### config.mk
export PLATFORM = sky130hd
export DESIGN_NAME = alu_seq_flat
export DESIGN_NICKNAME = d
export VERILOG_FILES = /design/src/rtl/alu_seq_if.sv /design/src/rtl/alu_seq.sv /design/src/flat_wrapper.sv
export SDC_FILE = /design/constraint.sdc
export NUM_CORES = 1
export LEC_CHECK = 0
export CORE_MARGIN = 2
export CORE_UTILIZATION = 48
export DETAILED_ROUTE_END_ITERATION = 12
export PLACE_DENSITY_LB_ADDON = 0.08
export SYNTH_ARGS = -nofsm -noshare
export SYNTH_HDL_FRONTEND = slang
export SYNTH_SLANG_ARGS = --single-unit
export TNS_END_PERCENT = 1
### constraint.sdc
create_clock -name clk -period 1.4 [get_ports clk]
set_clock_uncertainty 0.05 [all_clocks]
set_input_delay 0.28 -clock clk [delete_from_list [all_inputs] [get_ports clk]]
set_output_delay 0.28 -clock clk [all_outputs]
set_load 0.02 [all_outputs]
### src/rtl/alu_seq_if.sv
// Handshake/operand bundle for alu_seq: upstream valid/ready with operands and
// opcode, downstream valid/ready with result, flags and the multiply-busy status.
interface alu_seq_if #(
  parameter int WIDTH = 16
);
  logic             in_valid;
  logic             in_ready;
  logic [WIDTH-1:0] A;
  logic [WIDTH-1:0] B;
  logic [4:0]       alu_code;
  logic             coe;
  logic             out_valid;
  logic             out_ready;
  logic [WIDTH-1:0] C;
  logic             vout;
  logic             cout;
  logic             busy;

  modport master (
    output in_valid, A, B, alu_code, coe, out_ready,
    input  in_ready, out_valid, C, vout, cout, busy
  );

  modport slave (
    input  in_valid, A, B, alu_code, coe, out_ready,
    output in_ready, out_valid, C, vout, cout, busy
  );
endinterface

### src/rtl/alu_seq.sv
// Registered ALU with valid/ready on both sides and a shared output holding register.
// Define ALU_SEQ_MUL_EN to build the iterative signed multiply (opcode 00_110).
module alu_seq #(
  parameter int WIDTH = 16
) (
  input  logic     clk,
  input  logic     rst_n,
  alu_seq_if.slave bus
);

  localparam int SHW = $clog2(WIDTH);

  typedef enum logic [4:0] {
    OP_ADD  = 5'b00_000,
    OP_ADDU = 5'b00_001,
    OP_SUB  = 5'b00_010,
    OP_SUBU = 5'b00_011,
    OP_INC  = 5'b00_100,
    OP_DEC  = 5'b00_101,
    OP_MUL  = 5'b00_110,
    OP_AND  = 5'b01_000,
    OP_OR   = 5'b01_001,
    OP_XOR  = 5'b01_010,
    OP_NOT  = 5'b01_100,
    OP_SLL  = 5'b10_000,
    OP_SRL  = 5'b10_001,
    OP_SLA  = 5'b10_010,
    OP_SRA  = 5'b10_011,
    OP_SLE  = 5'b11_000,
    OP_SLT  = 5'b11_001,
    OP_SGE  = 5'b11_010,
    OP_SGT  = 5'b11_011,
    OP_SEQ  = 5'b11_100,
    OP_SNE  = 5'b11_101
  } op_e;

  localparam logic [WIDTH-1:0] ONE = {{(WIDTH-1){1'b0}}, 1'b1};

  logic [WIDTH-1:0] r_c;
  logic             r_vout;
  logic             r_cout;
  logic             r_out_valid;
  logic             r_busy;

  logic             w_idle;
  logic             w_in_ready;
  logic             w_accept;

  logic [WIDTH-1:0] w_opb;
  logic             w_cin;
  logic [WIDTH:0]   w_sum;
  logic             w_add_v;
  logic [SHW-1:0]   w_shamt;

  logic [WIDTH-1:0] w_res;
  logic             w_v;
  logic             w_c;

`ifdef ALU_SEQ_MUL_EN
  typedef enum logic {IDLE, MUL} state_e;

  state_e             r_state;
  logic [WIDTH-1:0]   r_ma;
  logic [WIDTH-1:0]   r_mb;
  logic               r_mcoe;
  logic [2*WIDTH-1:0] r_acc;
  logic [SHW-1:0]     r_cnt;

  logic [2*WIDTH-1:0] w_mext;
  logic [2*WIDTH-1:0] w_term;
  logic [2*WIDTH-1:0] w_acc_nxt;
  logic [WIDTH:0]     w_mul_hi;
  logic               w_mul_v;

  assign w_idle = (r_state == IDLE);

  // MSB-first Horner accumulation; bit WIDTH-1 of B carries negative weight.
  assign w_mext    = {{WIDTH{r_ma[WIDTH-1]}}, r_ma};
  assign w_term    = !r_mb[r_cnt]                   ? '0 :
                     (r_cnt == SHW'(WIDTH - 1))     ? -w_mext : w_mext;
  assign w_acc_nxt = {r_acc[2*WIDTH-2:0], 1'b0} + w_term;
  assign w_mul_hi  = w_acc_nxt[2*WIDTH-1:WIDTH-1];
  assign w_mul_v   = !((&w_mul_hi) || !(|w_mul_hi));
`else
  assign w_idle = 1'b1;
`endif

  assign w_in_ready = w_idle && (!r_out_valid || bus.out_ready);
  assign w_accept   = bus.in_valid && w_in_ready;

  // Every add/sub/inc/dec goes through one adder as A + opb + cin.
  always_comb begin
    w_opb = bus.B;
    w_cin = 1'b0;
    case (bus.alu_code)
      OP_SUB, OP_SUBU: begin
        w_opb = ~bus.B;
        w_cin = 1'b1;
      end
      OP_INC: w_opb = ONE;
      OP_DEC: begin
        w_opb = ~ONE;
        w_cin = 1'b1;
      end
      default: ;
    endcase
  end

  assign w_sum   = {1'b0, bus.A} + {1'b0, w_opb} + {{WIDTH{1'b0}}, w_cin};
  assign w_add_v = (bus.A[WIDTH-1] == w_opb[WIDTH-1]) &&
                   (w_sum[WIDTH-1] != bus.A[WIDTH-1]);
  assign w_shamt = bus.B[SHW-1:0];

  always_comb begin
    w_res = '0;
    w_v   = 1'b0;
    w_c   = 1'b0;
    case (bus.alu_code)
      OP_ADD, OP_ADDU, OP_SUB, OP_SUBU, OP_INC, OP_DEC: begin
        w_res = w_sum[WIDTH-1:0];
        w_v   = w_add_v;
        w_c   = w_sum[WIDTH];
      end
      OP_AND:         w_res = bus.A & bus.B;
      OP_OR:          w_res = bus.A | bus.B;
      OP_XOR:         w_res = bus.A ^ bus.B;
      OP_NOT:         w_res = ~bus.A;
      OP_SLL, OP_SLA: w_res = bus.A << w_shamt;
      OP_SRL:         w_res = bus.A >> w_shamt;
      OP_SRA:         w_res = $signed(bus.A) >>> w_shamt;
      OP_SLE: w_res = {{(WIDTH-1){1'b0}}, ($signed(bus.A) <= $signed(bus.B))};
      OP_SLT: w_res = {{(WIDTH-1){1'b0}}, ($signed(bus.A) <  $signed(bus.B))};
      OP_SGE: w_res = {{(WIDTH-1){1'b0}}, ($signed(bus.A) >= $signed(bus.B))};
      OP_SGT: w_res = {{(WIDTH-1){1'b0}}, ($signed(bus.A) >  $signed(bus.B))};
      OP_SEQ: w_res = {{(WIDTH-1){1'b0}}, (bus.A == bus.B)};
      OP_SNE: w_res = {{(WIDTH-1){1'b0}}, (bus.A != bus.B)};
      default: ;
    endcase
    if (bus.coe) begin
      w_v = 1'b0;
      w_c = 1'b0;
    end
  end

  always_ff @(posedge clk or negedge rst_n) begin
    if (!rst_n) begin
      r_c         <= '0;
      r_vout      <= 1'b0;
      r_cout      <= 1'b0;
      r_out_valid <= 1'b0;
      r_busy      <= 1'b0;
`ifdef ALU_SEQ_MUL_EN
      r_state     <= IDLE;
      r_ma        <= '0;
      r_mb        <= '0;
      r_mcoe      <= 1'b0;
      r_acc       <= '0;
      r_cnt       <= '0;
`endif
    end else begin
      // A load later in this block overrides the drain clear.
      if (r_out_valid && bus.out_ready) begin
        r_out_valid <= 1'b0;
      end
`ifdef ALU_SEQ_MUL_EN
      if (r_state == MUL) begin
        r_acc <= w_acc_nxt;
        r_cnt <= r_cnt - SHW'(1);
        if (r_cnt == '0) begin
          r_state     <= IDLE;
          r_busy      <= 1'b0;
          r_c         <= w_acc_nxt[WIDTH-1:0];
          r_vout      <= w_mul_v && !r_mcoe;
          r_cout      <= 1'b0;
          r_out_valid <= 1'b1;
        end
      end else if (w_accept && (bus.alu_code == OP_MUL)) begin
        r_state <= MUL;
        r_busy  <= 1'b1;
        r_ma    <= bus.A;
        r_mb    <= bus.B;
        r_mcoe  <= bus.coe;
        r_acc   <= '0;
        r_cnt   <= SHW'(WIDTH - 1);
      end else
`endif
      if (w_accept) begin
        r_c         <= w_res;
        r_vout      <= w_v;
        r_cout      <= w_c;
        r_out_valid <= 1'b1;
      end
    end
  end

  assign bus.in_ready  = w_in_ready;
  assign bus.out_valid = r_out_valid;
  assign bus.C         = r_c;
  assign bus.vout      = r_vout;
  assign bus.cout      = r_cout;
  assign bus.busy      = r_busy;

endmodule

### src/flat_wrapper.sv
// flat-port wrapper written by rule: the top's interface ports become plain ports
module alu_seq_flat 
#(
  parameter int WIDTH = 16
)
  (clk, rst_n, bus_in_valid, bus_A, bus_B, bus_alu_code, bus_coe, bus_out_ready, bus_in_ready, bus_out_valid, bus_C, bus_vout, bus_cout, bus_busy);
  alu_seq_if #(.WIDTH(WIDTH)) bus_i ();
  input  logic clk;
  input  logic rst_n;
  input wire logic [$bits(bus_i.in_valid)-1:0] bus_in_valid;
  input wire logic [$bits(bus_i.A)-1:0] bus_A;
  input wire logic [$bits(bus_i.B)-1:0] bus_B;
  input wire logic [$bits(bus_i.alu_code)-1:0] bus_alu_code;
  input wire logic [$bits(bus_i.coe)-1:0] bus_coe;
  input wire logic [$bits(bus_i.out_ready)-1:0] bus_out_ready;
  output wire logic [$bits(bus_i.in_ready)-1:0] bus_in_ready;
  output wire logic [$bits(bus_i.out_valid)-1:0] bus_out_valid;
  output wire logic [$bits(bus_i.C)-1:0] bus_C;
  output wire logic [$bits(bus_i.vout)-1:0] bus_vout;
  output wire logic [$bits(bus_i.cout)-1:0] bus_cout;
  output wire logic [$bits(bus_i.busy)-1:0] bus_busy;
  assign bus_i.in_valid = bus_in_valid;
  assign bus_i.A = bus_A;
  assign bus_i.B = bus_B;
  assign bus_i.alu_code = bus_alu_code;
  assign bus_i.coe = bus_coe;
  assign bus_i.out_ready = bus_out_ready;
  assign bus_in_ready = bus_i.in_ready;
  assign bus_out_valid = bus_i.out_valid;
  assign bus_C = bus_i.C;
  assign bus_vout = bus_i.vout;
  assign bus_cout = bus_i.cout;
  assign bus_busy = bus_i.busy;
  alu_seq #(.WIDTH(WIDTH)) u_core (.clk(clk), .rst_n(rst_n), .bus(bus_i));
endmodule
==> impl_table.tex <==
\begin{tabular}{lr}
\hline
Metric & Value \\
\hline
\multicolumn{2}{l}{\textbf{Status}} \\
\quad Run status & finished with violations \\
\quad Violated checks & negative setup slack \\
\multicolumn{2}{l}{\textbf{Setup path}} \\
\quad Critical path buffer and inverter count & 5 \\
\quad Critical path depth & 16 \\
\quad Critical Path Source Type & input port \\
\quad Critical Setup Path Class & input port to flop \\
\quad Endpoint class of the critical path & flop \\
\quad Path depth of the worst reg2reg path & 6 \\
\quad Slowest stage delay, CP & 0.36 ns \\
\quad Maximum net fanout on the critical path & 5 \\
\quad Req. time, crit path & roughly 1.5 ns \\
\quad Critical path, cell by cell & buf\_8 > buf\_6 > nor2b\_4 > o21ai\_4 > bufbuf\_16 > nand2\_1 > o211ai\_1 > ha\_1 > nand2\_1 > nor3\_2 > a21oi\_2 > buf\_6 > o41ai\_4 > buf\_4 > xor2\_1 > a221o\_1 \\
\quad Gate family responsible for the most delay along the worst path & compound AO/OA/AOI/OAI gates \\
\quad Slowest cell on the critical path & ha\_1 \\
\quad Data arrival time at the worst-slack endpoint & 2.89 ns \\
\multicolumn{2}{l}{\textbf{Synth}} \\
\quad Largest cells by area after synthesis & ha\_1 (16\%), dfrtp\_1 (9.8\%), mux4\_2 (9.7\%), nand2\_1 (5.3\%), nor2\_1 (4.2\%) \\
\quad Number of warning messages in the yosys log & 1 \\
\quad Async S/R FF share, synth & 1.000 \\
\quad Syn Inst Count & 614 \\
\quad Share of synthesized area occupied by flip-flops and latches & 0.09754 \\
\quad Syn nets & 722 \\
\quad Cell accounting for the most synthesized area & ha\_1 \\
\quad Post-synthesis sequential element count & 19 \\
\quad Post-synth EDFFs & 0 \\
\quad Share of the synthesized area in the top cell type & 0.1643 \\
\quad Flip-flop cell with the highest count after synthesis & dfrtp\_1 \\
\quad Netlist Area Pre-Place & around 5000 um\^{}2 \\
\quad Number of different library cells in the post-synthesis netlist & 68 \\
\quad Avg Synthesized Cell Area & 7.939 um\^{}2 \\
\multicolumn{2}{l}{\textbf{CTS}} \\
\quad TritonCTS buffer count & 3 \\
\quad CTS tree & built \\
\quad Clock slew at the register clock pins of the worst setup and hold paths & approximately 0.09 ns \\
\quad Clock Latency Late Sink & roughly 0.27 ns \\
\quad CTS root buffer & clkbuf\_8 \\
\quad Maximum buffer depth of the clock tree & 2 \\
\quad Number of buffers inserted by hold repair at cts & 0 \\
\quad Clock Sinks & 19 \\
\quad Deepest level of the CTS H-tree & 1 \\
\multicolumn{2}{l}{\textbf{Layout}} \\
\quad Leading cell type in the layout, fill and taps excluded & buf\_4 \\
\quad Number of diodes & 0 \\
\quad Combined area of the multi-input logic cells & about 4300 um\^{}2 \\
\quad Commonest non-fill, non-tap cells in the layout & buf\_4 (205), nand2\_1 (66), ha\_1 (58), nor2\_1 (51), inv\_1 (39) \\
\quad Fraction of layout cells with a size suffix above 1 & 0.3779 \\
\quad Area added between synthesis and finish & 56.39\% \\
\quad Number of nets in the finished design & about 970 \\
\quad \# fillers & 675 \\
\quad Register area & 475.5 um\^{}2 \\
\quad Final design area excluding fillers & 7624 um\^{}2 \\
\quad Post-Layout Cell Count & $\sim$990 \\
\multicolumn{2}{l}{\textbf{Timing}} \\
\quad Slew at the pin with the worst max-slew slack & around 0.50 ns \\
\quad Post-route worst setup slack & -1.378 ns \\
\quad Max Fclk & 0.3600 GHz \\
\quad Hold Worst Slack & about 0.30 ns \\
\quad Final Hold Vio Count & 0 \\
\quad Slew Limit Fails & 0 \\
\quad RSZ-0062 raised after global routing & true \\
\quad Max-Slew Margin vs Limit & 0.6661 \\
\quad Min Tclk post-route & 2.778 ns \\
\quad Final-layout setup total negative slack & -21.64 ns \\
\quad Final critical-path share of the clock period & 1.984 \\
\quad Setup violations, final & 18 \\
\multicolumn{2}{l}{\textbf{Power}} \\
\quad Net Sw Frac & 0.4314 \\
\quad Leakage power of the design & 3.677 nW \\
\quad Sequential cell fraction of total power & 0.171 \\
\quad Logic gate share of total power & 0.724 \\
\quad Switching power of the nets & 0.001673 W \\
\quad Cell internal pwr & 0.002205 W \\
\quad Maximum VDD drop & 0.4656 mV \\
\quad Part of the power in the clock network & 0.106 \\
\quad Power per cell area & between 500 and 600 nW/um\^{}2 \\
\multicolumn{2}{l}{\textbf{Detailed routing}} \\
\quad Length of the first detailed-routing pass in iterations & 7 \\
\quad Detailed-route via count & 6426 \\
\quad DRC viols & 0 \\
\quad Number of nets with antenna violations after detailed routing & 0 \\
\quad Number of DRC markers after the initial detailed-route iteration & 700 \\
\quad Total Wirelength & roughly 22 mm \\
\quad Routed wirelength normalized by instance count & 22.51 um \\
\quad Vias per std cell & about 6.5 \\
\multicolumn{2}{l}{\textbf{Placement}} \\
\quad Cell total after placement & 974 \\
\quad Setup WS pre-CTS & -2.124 ns \\
\quad Weighted congestion reported at the end of routability-driven placement & 1.017 \\
\quad Placed wire-length estimate after detailed placement & 16.98 mm \\
\quad Number of buffers added on ports & 61 \\
\quad Total placed instance area & 7153 um\^{}2 \\
\multicolumn{2}{l}{\textbf{Die}} \\
\quad Initial core utilization & 0.4964 \\
\quad Count of standard-cell rows & 36 \\
\quad Chip width & 104.8 um \\
\quad Die area & 10980 um\^{}2 \\
\quad Floorplan core area & 9819 um\^{}2 \\
\quad Top-level port count & 63 \\
\quad Vertical die dimension & 104.8 um \\
\multicolumn{2}{l}{\textbf{Global route}} \\
\quad Number of antenna violations at the first check in global routing & 0 \\
\quad Global-route wire length before repair & 34.67 mm \\
\quad Met3 routing resource usage after global routing & 0.08359 \\
\quad GR Overflow Total & 0 \\
\quad Total routing usage reported by global routing & 0.3992 \\
\quad Number of global-route vias before repair & 6444 \\
\quad Met2 track utilization from global routing & 0.6609 \\
\quad Met1 routing resource usage after global routing & 0.4940 \\
\quad Maximum number of pins on one net before global-route repair & 38 \\
\quad Most utilized layer in the global route result & met2 \\
\multicolumn{2}{l}{\textbf{Job}} \\
\quad Max Cap Violations & 0 \\
\multicolumn{2}{l}{\textbf{Min path}} \\
\quad Hold WC Path Type & input port to async pin \\
\hline
\end{tabular}
-- area by class of cell --
type / instances / area share
Inverter: 41 / 0.02019
Timing Repair Buffer: 287 / 0.3194
Clock inverter: 1 / 0.0006565
Multi-Input combinational cell: 509 / 0.5702
Clock buffer: 3 / 0.005416
Tap cell: 133 / 0.02183
Sequential cell: 19 / 0.06237
-- power groups by stage --
stage	Clock, W	Combinational (W)	Sequential [W]
final	0.000410	0.00281	0.000661
after floorplan	0	0.00119	0.000744
after global placement	0	0.00246	0.000665
after detailed placement	0	0.00252	0.000667
after global routing	0.000433	0.00297	0.000664
after CTS	0.000407	0.00265	0.000655
-- metrics by stage --
step	util	total power [W]
2_1_floorplan	-	0.001937
3_3_place_gp	0.7285	0.003120
3_5_place_dp	0.7285	0.003183
4_1_cts	0.7652	0.003712
5_1_grt	0.7764	0.004070
6_report	0.7764	0.003878
-- per-layer routing --
metal	vias up	wire, um
li1	2814	-
met1	3023	8196
met2	473	10410
met3	116	2333
met4	0	1418
met5	-	0
-- worst paths after layout --
| kind | start | end | slack [ns] |
|---|---|---|---|
| setup / recovery | bus_alu_code[1] | u_core.bus.C[15] | -1.38 |
| hold / removal | rst_n | u_core.bus.out_valid | 0.30 |
| setup reg to reg | u_core.bus.out_valid | u_core.bus.C[10] | -0.37 |
| hold reg to reg | u_core.bus.cout | u_core.bus.cout | 0.45 |
| max in group asynchronous | rst_n | u_core.bus.C[5] | 0.76 |
| min in group clk | bus_out_ready | u_core.bus.out_valid | 0.35 |
-- kinds of logic after synthesis --
kind of cell / share of synthesized area
AOI/OAI and AO/OA: 0.2708
xor gates and xnor gates: 0.01976
adders and majority gates: 0.1725
buffers and inverters: 0.07751
DFF: 0.09754
muxes: 0.1643
other: 0.0007693
and+or+nand+nor: 0.1969
-- Yosys cell counts, drive strengths merged (8+ instances only) --
master  instances
nand2          69
ha             64
nor2           54
inv            40
a21oi          29
nor3           26
o21ai          26
mux4           25
clkbuf         23
buf            22
dfrtp          19
o211ai         19
a211oi         14
o22ai          13
mux2i          11
nand3          11
mux2           10
a221o           9
nor4            8
-- flip-flops by register name, indices dropped and copies added, names as in the netlist --
| name | count |
|---|---|
| u_core.bus.cout | 1 |
| u_core.bus.C | 16 |
| u_core.bus.vout | 1 |
| u_core.bus.out_valid | 1 |
-- repair_timing --
action                     in CTS  in global routing
gates cloned                    1                  0
gates resized for setup       101                 24
pin swaps                      28                  9
setup buffers                  12                  2
setup endpoints to repair      38                 19
(Power assumes the default switching activity.)
==> edit, RTL diff (same flow settings) <==
Add a define of `ALU_SEQ_MUL_EN`.
--- a/src/rtl/alu_seq.sv
+++ b/src/rtl/alu_seq.sv
@@ -1,4 +1,6 @@
 // Registered ALU with valid/ready on both sides and a shared output holding register.
 // Define ALU_SEQ_MUL_EN to build the iterative signed multiply (opcode 00_110).
+`define ALU_SEQ_MUL_EN
+
 module alu_seq #(
   parameter int WIDTH = 16
Function: changed (Yosys sat finds a counterexample within 4 cycles, from zero or initial values and one cycle with rst_n low).
==> edit against the unedited design <==
- the run still ends with negative setup slack left
- design area is 89% higher
- worst setup slack got worse by 1.7 ns
- die area is 97% higher
- area after synthesis is 100% higher
- utilization down 6.0 points
- routed wire length rose by 80%
- sequential cell count increased by 70
- total power rose to 4.3 times the old value
- critical path type is now reg2reg
- critical endpoint is now u_core.bus.vout
==> edit: results (changes against the unedited design) <==
clock_network:
  clk_transition_reported_paths_ns: 0.06  # was 0.09 ns
  h-tree-depth: 3  # was 1
power:
  clk-power_uw: 2260  # was 410 uW
  ir_drop_v: 0.000566  # was 0.000466 V
  combinational_cell_fraction_of_total_power_pct: 64.1  # was 72.4%
  cellLeakagePower_uw: 0.00704  # was 0.00368 uW
global_route:
  grt_start_max_net_pins: 40  # was 38
  grt_pass1_wl_mm: 62.6  # was 34.7 mm
  grt_pass1_vias: 11300  # was 6444
  global_route.usage.total_pct: 37.4  # was 39.9%
  met2_usage_pct: 64.7  # was 66.1%
  grt_util_met1_pct: 45.4  # was 49.4%
placed_design:
  gpl.final_weighted_congestion: 0.994  # was 1.02
status:
  violated_checks: "negative setup slack"  # unchanged
  run_status: "complete, but fails checks"  # unchanged
drt:
  met1_length_mm: 16.0  # was 8.20 mm
  detailedRoute.firstIterationViolations: 874  # was 700
logic_synthesis:
  ys_top_cells_by_area: "sky130_fd_sc_hd__dfrtp_1 23%, sky130_fd_sc_hd__ha_1 13%, sky130_fd_sc_hd__nand2_1 6.9%"  # was sky130_fd_sc_hd__ha_1 16%, sky130_fd_sc_hd__dfrtp_1 9.8%, sky130_fd_sc_hd__mux4_2 9.7%
  synth_cell_type_count: 83  # was 68
  synth_adder_area_share_pct: 13.1  # was 17.2%
sta:
  setup_viol: 53  # was 18
  timing.final.ws_setup_ns: -3.13  # was -1.38 ns
  relSlewSlack_pct: 62.0  # was 66.6%
critical_path:
  cpLargestDelayFamily: "simple AND/OR/NAND/NOR gates"  # was compound AO/OA/AOI/OAI gates
  critical_path_arrival_ns: 4.71  # was 2.89 ns
-- edit: changes by cell type after synthesis, sizes merged, moves of 13 or more --
cell and delta:
a21o +16, o21ai +82, mux4 -14, xor2 +13
xnor2 +22, inv +21, nand3 +23, a21oi +84
clkbuf +40, nor2 +65, ha +34, dfrtp +70
nand2 +112
-- edit: repair_timing --
action                     CTS  global route
hold endpoints to repair    17             0
gates resized for setup    105            76
setup endpoints to repair  110           101
setup buffers                1             0
hold buffers                 1             0
pin swaps                   12            15
-- edit: layout make-up --
type / instances / area [um^2]
clock inverters: 6 / 42.5
fillers: 1672 / 5730
repair buffers: 476 / 3880
multi-input cells: 1061 / 7490
clock buffers: 10 / 229
well taps: 270 / 338
flip-flops and latches: 89 / 2230
inverters: 64 / 243
-- edit: cells by family after synthesis --
group | Yosys count
AOI/OAI and AO/OA | 420
and+or+nand+nor | 456
DFF | 89
muxes | 38
adders and majority gates | 101
buffers and inverters | 141
xor gates and xnor gates | 46
-- edit: stage by stage --
stage | hold slack, ns | cell area [um^2]
floorplan | -0.0656 | 9870
global placement | 0.151 | 13700
detailed placement | 0.152 | 13700
CTS | 0.335 | 14200
global route | 0.343 | 14400
finish | 0.329 | 14400
-- edit: path summary, 6_finish.rpt --
check                                        to            start  slack [ns]  cells past startpoint
worst min register to register  u_core.bus.C[0]  u_core.bus.C[0]        0.43                      1
worst min-delay path             u_core.r_mb[3]            rst_n        0.33                      2
worst max-delay path            u_core.bus.vout   u_core.r_ma[1]       -3.13                     23
min in group clk                 u_core.r_mb[2]         bus_B[2]        0.41                      4
max in group asynchronous        u_core.r_state            rst_n        0.48                      3
worst max register to register  u_core.bus.vout   u_core.r_ma[1]       -3.13                     23
